`src/rtl/obb_sat_tester_pkg.sv`:
```
// Shared types and widths for the OBB separating-axis tester and its dot-product unit.
package obb_sat_tester_pkg;

    localparam int unsigned POS_W    = 16;
    localparam int unsigned POS_FRAC = 6;
    localparam int unsigned AX_W     = 9;
    localparam int unsigned AX_FRAC  = 7;
    localparam int unsigned PROD_W   = POS_W + AX_W;
    localparam int unsigned PROJ_W   = PROD_W + 1;

    // Field order puts x in the LSBs so a packed {y,x} bus maps directly.
    typedef struct packed {
        logic signed [POS_W-1:0] y;
        logic signed [POS_W-1:0] x;
    } pt_t;

    typedef struct packed {
        logic signed [AX_W-1:0] y;
        logic signed [AX_W-1:0] x;
    } axis_t;

    typedef logic signed [PROJ_W-1:0] proj_t;

    typedef enum logic [1:0] {
        IDLE = 2'd0,
        PROJ = 2'd1,
        CMP  = 2'd2,
        DONE = 2'd3
    } sat_state_t;

endpackage

```
`src/rtl/obb_sat_tester_sat_dot.sv`:
```
// Combinational full-precision projection of a point onto an axis.
module sat_dot
    import obb_sat_tester_pkg::*;
(
    input  pt_t   pt_i,
    input  axis_t ax_i,
    output proj_t proj_c
);

    logic signed [PROD_W-1:0] prod_x;
    logic signed [PROD_W-1:0] prod_y;

    assign prod_x = PROD_W'($signed(pt_i.x)) * PROD_W'($signed(ax_i.x));
    assign prod_y = PROD_W'($signed(pt_i.y)) * PROD_W'($signed(ax_i.y));
    assign proj_c = PROJ_W'(prod_x) + PROJ_W'(prod_y);

endmodule

```
`src/rtl/obb_sat_tester.sv`:
```
// Separating-axis overlap test of two OBBs, one shared dot-product unit, early exit.
module obb_sat_tester
    import obb_sat_tester_pkg::*;
(
    input  logic                Clk,
    input  logic                Reset,
    input  logic                start,
    input  logic [8*POS_W-1:0]  a_pts,
    input  logic [8*POS_W-1:0]  b_pts,
    input  logic [2*AX_W-1:0]   a_u,
    input  logic [2*AX_W-1:0]   a_v,
    input  logic [2*AX_W-1:0]   b_u,
    input  logic [2*AX_W-1:0]   b_v,
    output logic                busy,
    output logic                done,
    output logic                collide,
    output logic [1:0]          sep_axis
);

    sat_state_t state_q, state_d;
    pt_t [7:0]  pts_q, pts_d;
    axis_t [3:0] axes_q, axes_d;
    logic [2:0] idx_q, idx_d;
    logic [1:0] axis_q, axis_d;
    proj_t      min_a_q, min_a_d, max_a_q, max_a_d;
    proj_t      min_b_q, min_b_d, max_b_q, max_b_d;
    logic       busy_q, busy_d, done_q, done_d, collide_q, collide_d;
    logic [1:0] sep_axis_q, sep_axis_d;

    proj_t proj_c;
    logic  sep_c;

    // Points 0..3 belong to box A, 4..7 to box B; axes A.u, A.v, B.u, B.v.
    sat_dot u_dot (
        .pt_i   (pts_q[idx_q]),
        .ax_i   (axes_q[axis_q]),
        .proj_c (proj_c)
    );

    assign sep_c = (max_a_q < min_b_q) || (max_b_q < min_a_q);

    always_ff @(posedge Clk or posedge Reset) begin
        if (Reset) begin
            state_q    <= IDLE;
            pts_q      <= '0;
            axes_q     <= '0;
            idx_q      <= '0;
            axis_q     <= '0;
            min_a_q    <= '0;
            max_a_q    <= '0;
            min_b_q    <= '0;
            max_b_q    <= '0;
            busy_q     <= 1'b0;
            done_q     <= 1'b0;
            collide_q  <= 1'b0;
            sep_axis_q <= '0;
        end else begin
            state_q    <= state_d;
            pts_q      <= pts_d;
            axes_q     <= axes_d;
            idx_q      <= idx_d;
            axis_q     <= axis_d;
            min_a_q    <= min_a_d;
            max_a_q    <= max_a_d;
            min_b_q    <= min_b_d;
            max_b_q    <= max_b_d;
            busy_q     <= busy_d;
            done_q     <= done_d;
            collide_q  <= collide_d;
            sep_axis_q <= sep_axis_d;
        end
    end

    always_comb begin
        state_d    = state_q;
        pts_d      = pts_q;
        axes_d     = axes_q;
        idx_d      = idx_q;
        axis_d     = axis_q;
        min_a_d    = min_a_q;
        max_a_d    = max_a_q;
        min_b_d    = min_b_q;
        max_b_d    = max_b_q;
        busy_d     = busy_q;
        done_d     = 1'b0;
        collide_d  = collide_q;
        sep_axis_d = sep_axis_q;

        case (state_q)
            IDLE: begin
                if (start) begin
                    pts_d   = {b_pts, a_pts};
                    axes_d  = {b_v, b_u, a_v, a_u};
                    idx_d   = '0;
                    axis_d  = '0;
                    busy_d  = 1'b1;
                    state_d = PROJ;
                end
            end
            PROJ: begin
                // First point of each box seeds its interval.
                if (idx_q[2]) begin
                    if (idx_q[1:0] == 2'd0 || proj_c < min_b_q) min_b_d = proj_c;
                    if (idx_q[1:0] == 2'd0 || proj_c > max_b_q) max_b_d = proj_c;
                end else begin
                    if (idx_q[1:0] == 2'd0 || proj_c < min_a_q) min_a_d = proj_c;
                    if (idx_q[1:0] == 2'd0 || proj_c > max_a_q) max_a_d = proj_c;
                end
                idx_d = 3'(idx_q + 3'd1);
                if (idx_q == 3'd7) state_d = CMP;
            end
            CMP: begin
                if (sep_c) begin
                    collide_d  = 1'b0;
                    sep_axis_d = axis_q;
                    done_d     = 1'b1;
                    state_d    = DONE;
                end else if (axis_q == 2'd3) begin
                    collide_d  = 1'b1;
                    sep_axis_d = '0;
                    done_d     = 1'b1;
                    state_d    = DONE;
                end else begin
                    axis_d  = 2'(axis_q + 2'd1);
                    state_d = PROJ;
                end
            end
            DONE: begin
                busy_d  = 1'b0;
                state_d = IDLE;
            end
            default: state_d = IDLE;
        endcase
    end

    assign busy     = busy_q;
    assign done     = done_q;
    assign collide  = collide_q;
    assign sep_axis = sep_axis_q;

endmodule

```
`config.mk`:
```
export PLATFORM = sky130hd
export DESIGN_NAME = obb_sat_tester
export DESIGN_NICKNAME = d
export VERILOG_FILES = /design/src/rtl/obb_sat_tester_pkg.sv /design/src/rtl/obb_sat_tester_sat_dot.sv /design/src/rtl/obb_sat_tester.sv
export SDC_FILE = /design/constraint.sdc
export NUM_CORES = 2
export LEC_CHECK = 0
export CORE_ASPECT_RATIO = 1.2
export CORE_MARGIN = 2
export CORE_UTILIZATION = 30
export CTS_BUF_LIST = sky130_fd_sc_hd__clkbuf_4 sky130_fd_sc_hd__clkbuf_8
export DETAILED_ROUTE_END_ITERATION = 8
export PLACE_DENSITY = 0.45
export REMOVE_ABC_BUFFERS = 1
export SETUP_SLACK_MARGIN = 0.3
export SLEW_MARGIN = 5
export SYNTH_ARGS = -nofsm -noshare
export SYNTH_HDL_FRONTEND = slang
export SYNTH_SLANG_ARGS = --single-unit
```
`constraint.sdc`:
```
create_clock -name Clk -period 45.2 [get_ports Clk]
set_input_delay 13.56 -clock Clk [delete_from_list [all_inputs] [get_ports Clk]]
set_output_delay 13.56 -clock Clk [all_outputs]
set_load 0.1 [all_outputs]
```
* Yosys cells after proc, flatten, opt, wreduce, memory -nomap -nowiden
Index checks and enable logic that the tools add are counted.
** Operators by class
- Multiply operators :: 2
- Magnitude comparators :: 8
- Mux-type cells :: 24
- Add/sub/neg operators :: 3
- Bitwise operators :: 1
- Reduce and logical (&&, ||, !) cells :: 21
- Eq/ne operators :: 9
** Operators by type and width (number)
- $lt 26x26->1 :: 4
- $bmux 32 s3 :: 1
- $gt 26x26->1 :: 2
- $mul 16x9->25 :: 2
- $bmux 18 s2 :: 1
- $mux 32 :: 1
- $add 25x25->26 :: 1
- $mux 18 :: 1
- $mux 2 :: 9
- $reduce_and 3->1 :: 4
- $reduce_and 2->1 :: 5
- $ne 2x2->1 const B :: 4
- $pmux 2 s4 :: 1
- $reduce_bool 2->1 :: 4
- $eq 2x2->1 const B :: 3
- $mux 1 :: 6
- $pmux 3 s2 :: 1
- $logic_or 1x1->1 :: 5
- $logic_not 2->1 :: 2
- $lt 3x4->1 const B :: 1
- $pmux 2 s2 :: 1
- $reduce_and 4->1 :: 1
- $add 3x1->3 const B :: 1
- $eq 3x3->1 const B :: 1
- other kinds (6) :: 6
** Storage, ports and cells
- Bits of input ports :: 331
- Flip-flop bits (word level) :: 444
- Output and inout bits :: 5

* Depth between registers and ports, before layout
- Word-level depth :: 7
- Depth in mapped cells :: 39

* Cells and area by module
From an unflattened synthesis, not the netlist that was laid out.
** Unflattened totals
- Cell total of the unflattened synthesis :: 3392
- Area, all modules :: 33094.2 um2
** By module, submodules not included
- obb_sat_tester :: cells an instance 2278, area an instance 22706.8 um2, instances 1, sequential area each 11110.7 um2
- sat_dot :: cells an instance 1114, area an instance 10387.5 um2, instances 1, sequential area each 0.0 um2

* Worst setup path after synthesis
OpenSTA, ideal clock, no wires.
- Kind :: input to register
- From :: input port start
- To :: register pts_q[10] in the netlist's numbering
- Stages :: 5
- Arrival time :: 14.569 ns
- Slack :: 30.566 ns
- Buffers on the path :: 2
- Cell sequence :: nor3b_1 -> clkbuf_1 -> buf_1 -> nand2_1 -> nand2_1
** On the way
- Cells in the longest elaborated chain, start to end :: 1
** Ends and longest elaborated chain
- from (decl) :: RTL line obb_sat_tester.sv:7 : input logic start,
- $reduce_and 2->1 (no line)
- to (signal assigned) :: RTL line obb_sat_tester.sv:59 : pts_q <= pts_d;
- to (decl) :: RTL line obb_sat_tester.sv:21 : pt_t [7:0] pts_q, pts_d;
Every way passes these cells.
A chain may end at the register's enable or synchronous reset.

* Worst setup path after layout
- From :: input port start
- To :: register pts_q[246] in the netlist's numbering
Same word-level chain as after synthesis.

==> impl_metrics.env <==
export IMPL_synth_ff_type="dfrtp_1"
export IMPL_synth_area_top_cells="dfrtp_1 34%, fa_1 17%, nand2_1 13%"
export IMPL_rr_worst_depth=32
export IMPL_area_growth_pct=20.8
export IMPL_cap_violations=0
export IMPL_slew_violations=0
export IMPL_worst_pin_slew_ps=1100
export IMPL_drc=0
export IMPL_synth_top_area_share_pct=33.7
export IMPL_fin_crit_ps=17410
export IMPL_slew_headroom_pct=26.5
export IMPL_dieArea_sq_mm=0.113
export IMPL_clk_latency_ps=710
export IMPL_cts_root_buf="clkbuf_8"
export IMPL_drtAntennaViolNets=0
export IMPL_rows=133
export IMPL_r2r_start="idx_q[0]$_DFFE_PP0P_"
export IMPL_wl_per_cell_um=17.2
export IMPL_first_iter_violations=1044
export IMPL_ys_warn_count=0
export IMPL_place_congestion=0.799
export IMPL_finish_net_count=4626
export IMPL_synth_edff_count=0
export IMPL_boundaryPins=336
export IMPL_min_period_over_period_pct=38.5
export IMPL_ys_seq_area_share_pct=33.7
export IMPL_drive_gt1_share_pct=10.6
export IMPL_crit_path_end_kind="flip-flop"
export IMPL_synth_distinct_cells=64
export IMPL_setup_viol=0
export IMPL_cp_data_required_time_ps=45840
export IMPL_status="finished, final reports clean"
export IMPL_max_stage_delay_ps=810
export IMPL_postCtsSetupRepairBufs=0
export IMPL_drt_total_wl_um=90100
export IMPL_yosysMostFrequentCell="nand2_1"
export IMPL_clkSinkCount=444
export IMPL_worstSetupStartpointType="input port"
export IMPL_crit_slowest_cell="buf_4"
export IMPL_grt_overflow=0
export IMPL_htree_levels=3
export IMPL_reg2reg_to="max_a_q[10]$_DFFE_PP0P_"
export IMPL_crit_start="start"
export IMPL_async_flop_share_pct=100
export IMPL_cp_arrival_ps=18050
export IMPL_hold_buffers=0
export IMPL_cts_tree="done"
export IMPL_crit_end="pts_q[246]$_DFFE_PP0P_"
export IMPL_path_clk_slew_ps=60
export IMPL_rsz0062_at_grt="no"
export IMPL_worstPathCellList="clkdlybuf4s50_1 > nand3b_1 > buf_4 > buf_4 > buf_4 > buf_4 > nand2_1 > nand2_1"
export IMPL_place_hpwl_um=69300
export IMPL_cts_resized=0
export IMPL_fmax_mhz=57.4
export IMPL_numPortBuffers=335
export IMPL_cts_buffers_inserted=83
export IMPL_viasPerCell=4.52
export IMPL_die_width_um=307
export IMPL_vias=23700
export IMPL_syn_area_sq_mm=0.0330
export IMPL_grt_total_usage_pct=16.5
export IMPL_ys_ff_latch=444
export IMPL_synth_common_cells="1156 x nand2_1, 444 x dfrtp_1, 420 x inv_1, 284 x fa_1, 255 x ha_1"
export IMPL_initial_core_util_pct=30.2
export IMPL_path_class="input port to flip-flop"
export IMPL_grt_max_degree=192
export IMPL_setup_reg_to_reg_worst_slack_ps=32490
export IMPL_dr_pass1_iters=5
export IMPL_die_h_um=367
export IMPL_crit_fanout=90
export IMPL_fillers=11100
export IMPL_design_core_area_sq_mm=0.109
export IMPL_yosys_area_top_type="dfrtp_1"
export IMPL_hold_viol_final=0
export IMPL_antenna_found_initial=6
export IMPL_postSynthCellCount=3413
export IMPL_hold_path_class="flip-flop to flip-flop"
export IMPL_grt_pass1_vias=26400
export IMPL_skew_ps=38.8
export IMPL_cp_common_cell="buf_4"
export IMPL_grt_pass1_wl_um=146000
export IMPL_synth_avg_cell_area_sq_um=9.67
export IMPL_timing_setup_tns_ps=0
export IMPL_clock_path_buffers=3
==> cells by family (layout without fill, tap and decap cells) <==
family | count (synthesis) | count (layout) | share of synthesized area [%]
flip-flops | 444 | 444 | 33.7
buffers and inverters | 543 | 953 | 6.29
other | 0 | 6 | 0
multiplexers | 228 | 228 | 10.3
AND/OR/NAND/NOR | 1410 | 1410 | 17.5
XOR/XNOR | 32 | 32 | 0.849
adder cells (fa/ha/maj) | 539 | 539 | 26.9
AO/OA/AOI/OAI | 217 | 217 | 4.52
==> worst max-delay path, delay by kind of cell <==
kind | cells | cell delay [ps]
buffers and inverters | 5 | 3540
AND/OR/NAND/NOR | 3 | 630
==> metal layers <==
| metal | global-route usage (%) | vias to the layer above | wire, um |
|---|---|---|---|
| met4 | 4.55 | 0 | 1740 |
| met1 | 20.3 | 11800 | 38800 |
| met2 | 29.7 | 310 | 46800 |
| met3 | 2.50 | 86 | 2730 |
| li1 | - | 11600 | - |
| met5 | 0 | - | 0 |
==> layout make-up <==
type,instances,area (sq um),share of cell area [%]
inverter,420,1580,3.97
tap,1417,1770,4.45
timing repair buffer,381,3720,9.34
sequential,444,11100,27.9
antenna,6,15.0,0.0377
clock inverter,18,153,0.383
multi-input combinational,2426,19800,49.7
clock buffer,134,1670,4.19
==> worst min-delay path by stage <==
stage	startpoint	to	slack [ps]	depth (start not counted)
finish	pts_q[89]$_DFFE_PP0P_	pts_q[89]$_DFFE_PP0P_	470	2
global route	pts_q[81]$_DFFE_PP0P_	pts_q[81]$_DFFE_PP0P_	490	2
CTS	pts_q[223]$_DFFE_PP0P_	pts_q[223]$_DFFE_PP0P_	470	2
detailed placement	pts_q[89]$_DFFE_PP0P_	pts_q[89]$_DFFE_PP0P_	460	2
global placement	axes_q[43]$_DFFE_PP0P_	axes_q[43]$_DFFE_PP0P_	450	2
floorplan	axes_q[36]$_DFFE_PP0P_	axes_q[36]$_DFFE_PP0P_	440	2
==> stage by stage <==
step | cells | instance area (sq um) | hold slack, ps | setup slack (ps) | util [%]
finish | 5246 | 39900 | 467 | 27790 | 36.5
global route | 5246 | 39900 | 489 | 27430 | 36.5
CTS | 5240 | 39900 | 470 | 27800 | 36.4
detailed placement | 5088 | 38000 | 457 | 27030 | 34.8
global placement | 5088 | 38000 | 453 | 27020 | 34.8
floorplan | 3290 | 32500 | 440 | 14400 | -
==> sequential cells by signal, indices dropped and copies added (netlist names) <==
signal	cells
idx_q	3
collide	1
axis_q	2
axes_q	72
busy	1
min_a_q	26
pts_q	256
min_b_q	26
sep_axis	2
max_a_q	26
state_q	2
max_b_q	26
done	1
==> cells in the final DEF (no fill, tap or decap), types with 44 or more instances in the layout <==
cell type and n:
inv_1 419, dfrtp_1 440, clkbuf_8 106, buf_4 44, a21oi_1 46, mux4_2 76
nor2b_1 58, a21o_1 63, nor2_1 65, ha_1 255, fa_1 284, clkdlybuf4s50_1 335
nand2_1 1156, mux2_2 108
Power is left out: the tool's default activity adds up to more than one toggle a clock period on the data nets, which glitch-free logic cannot reach.
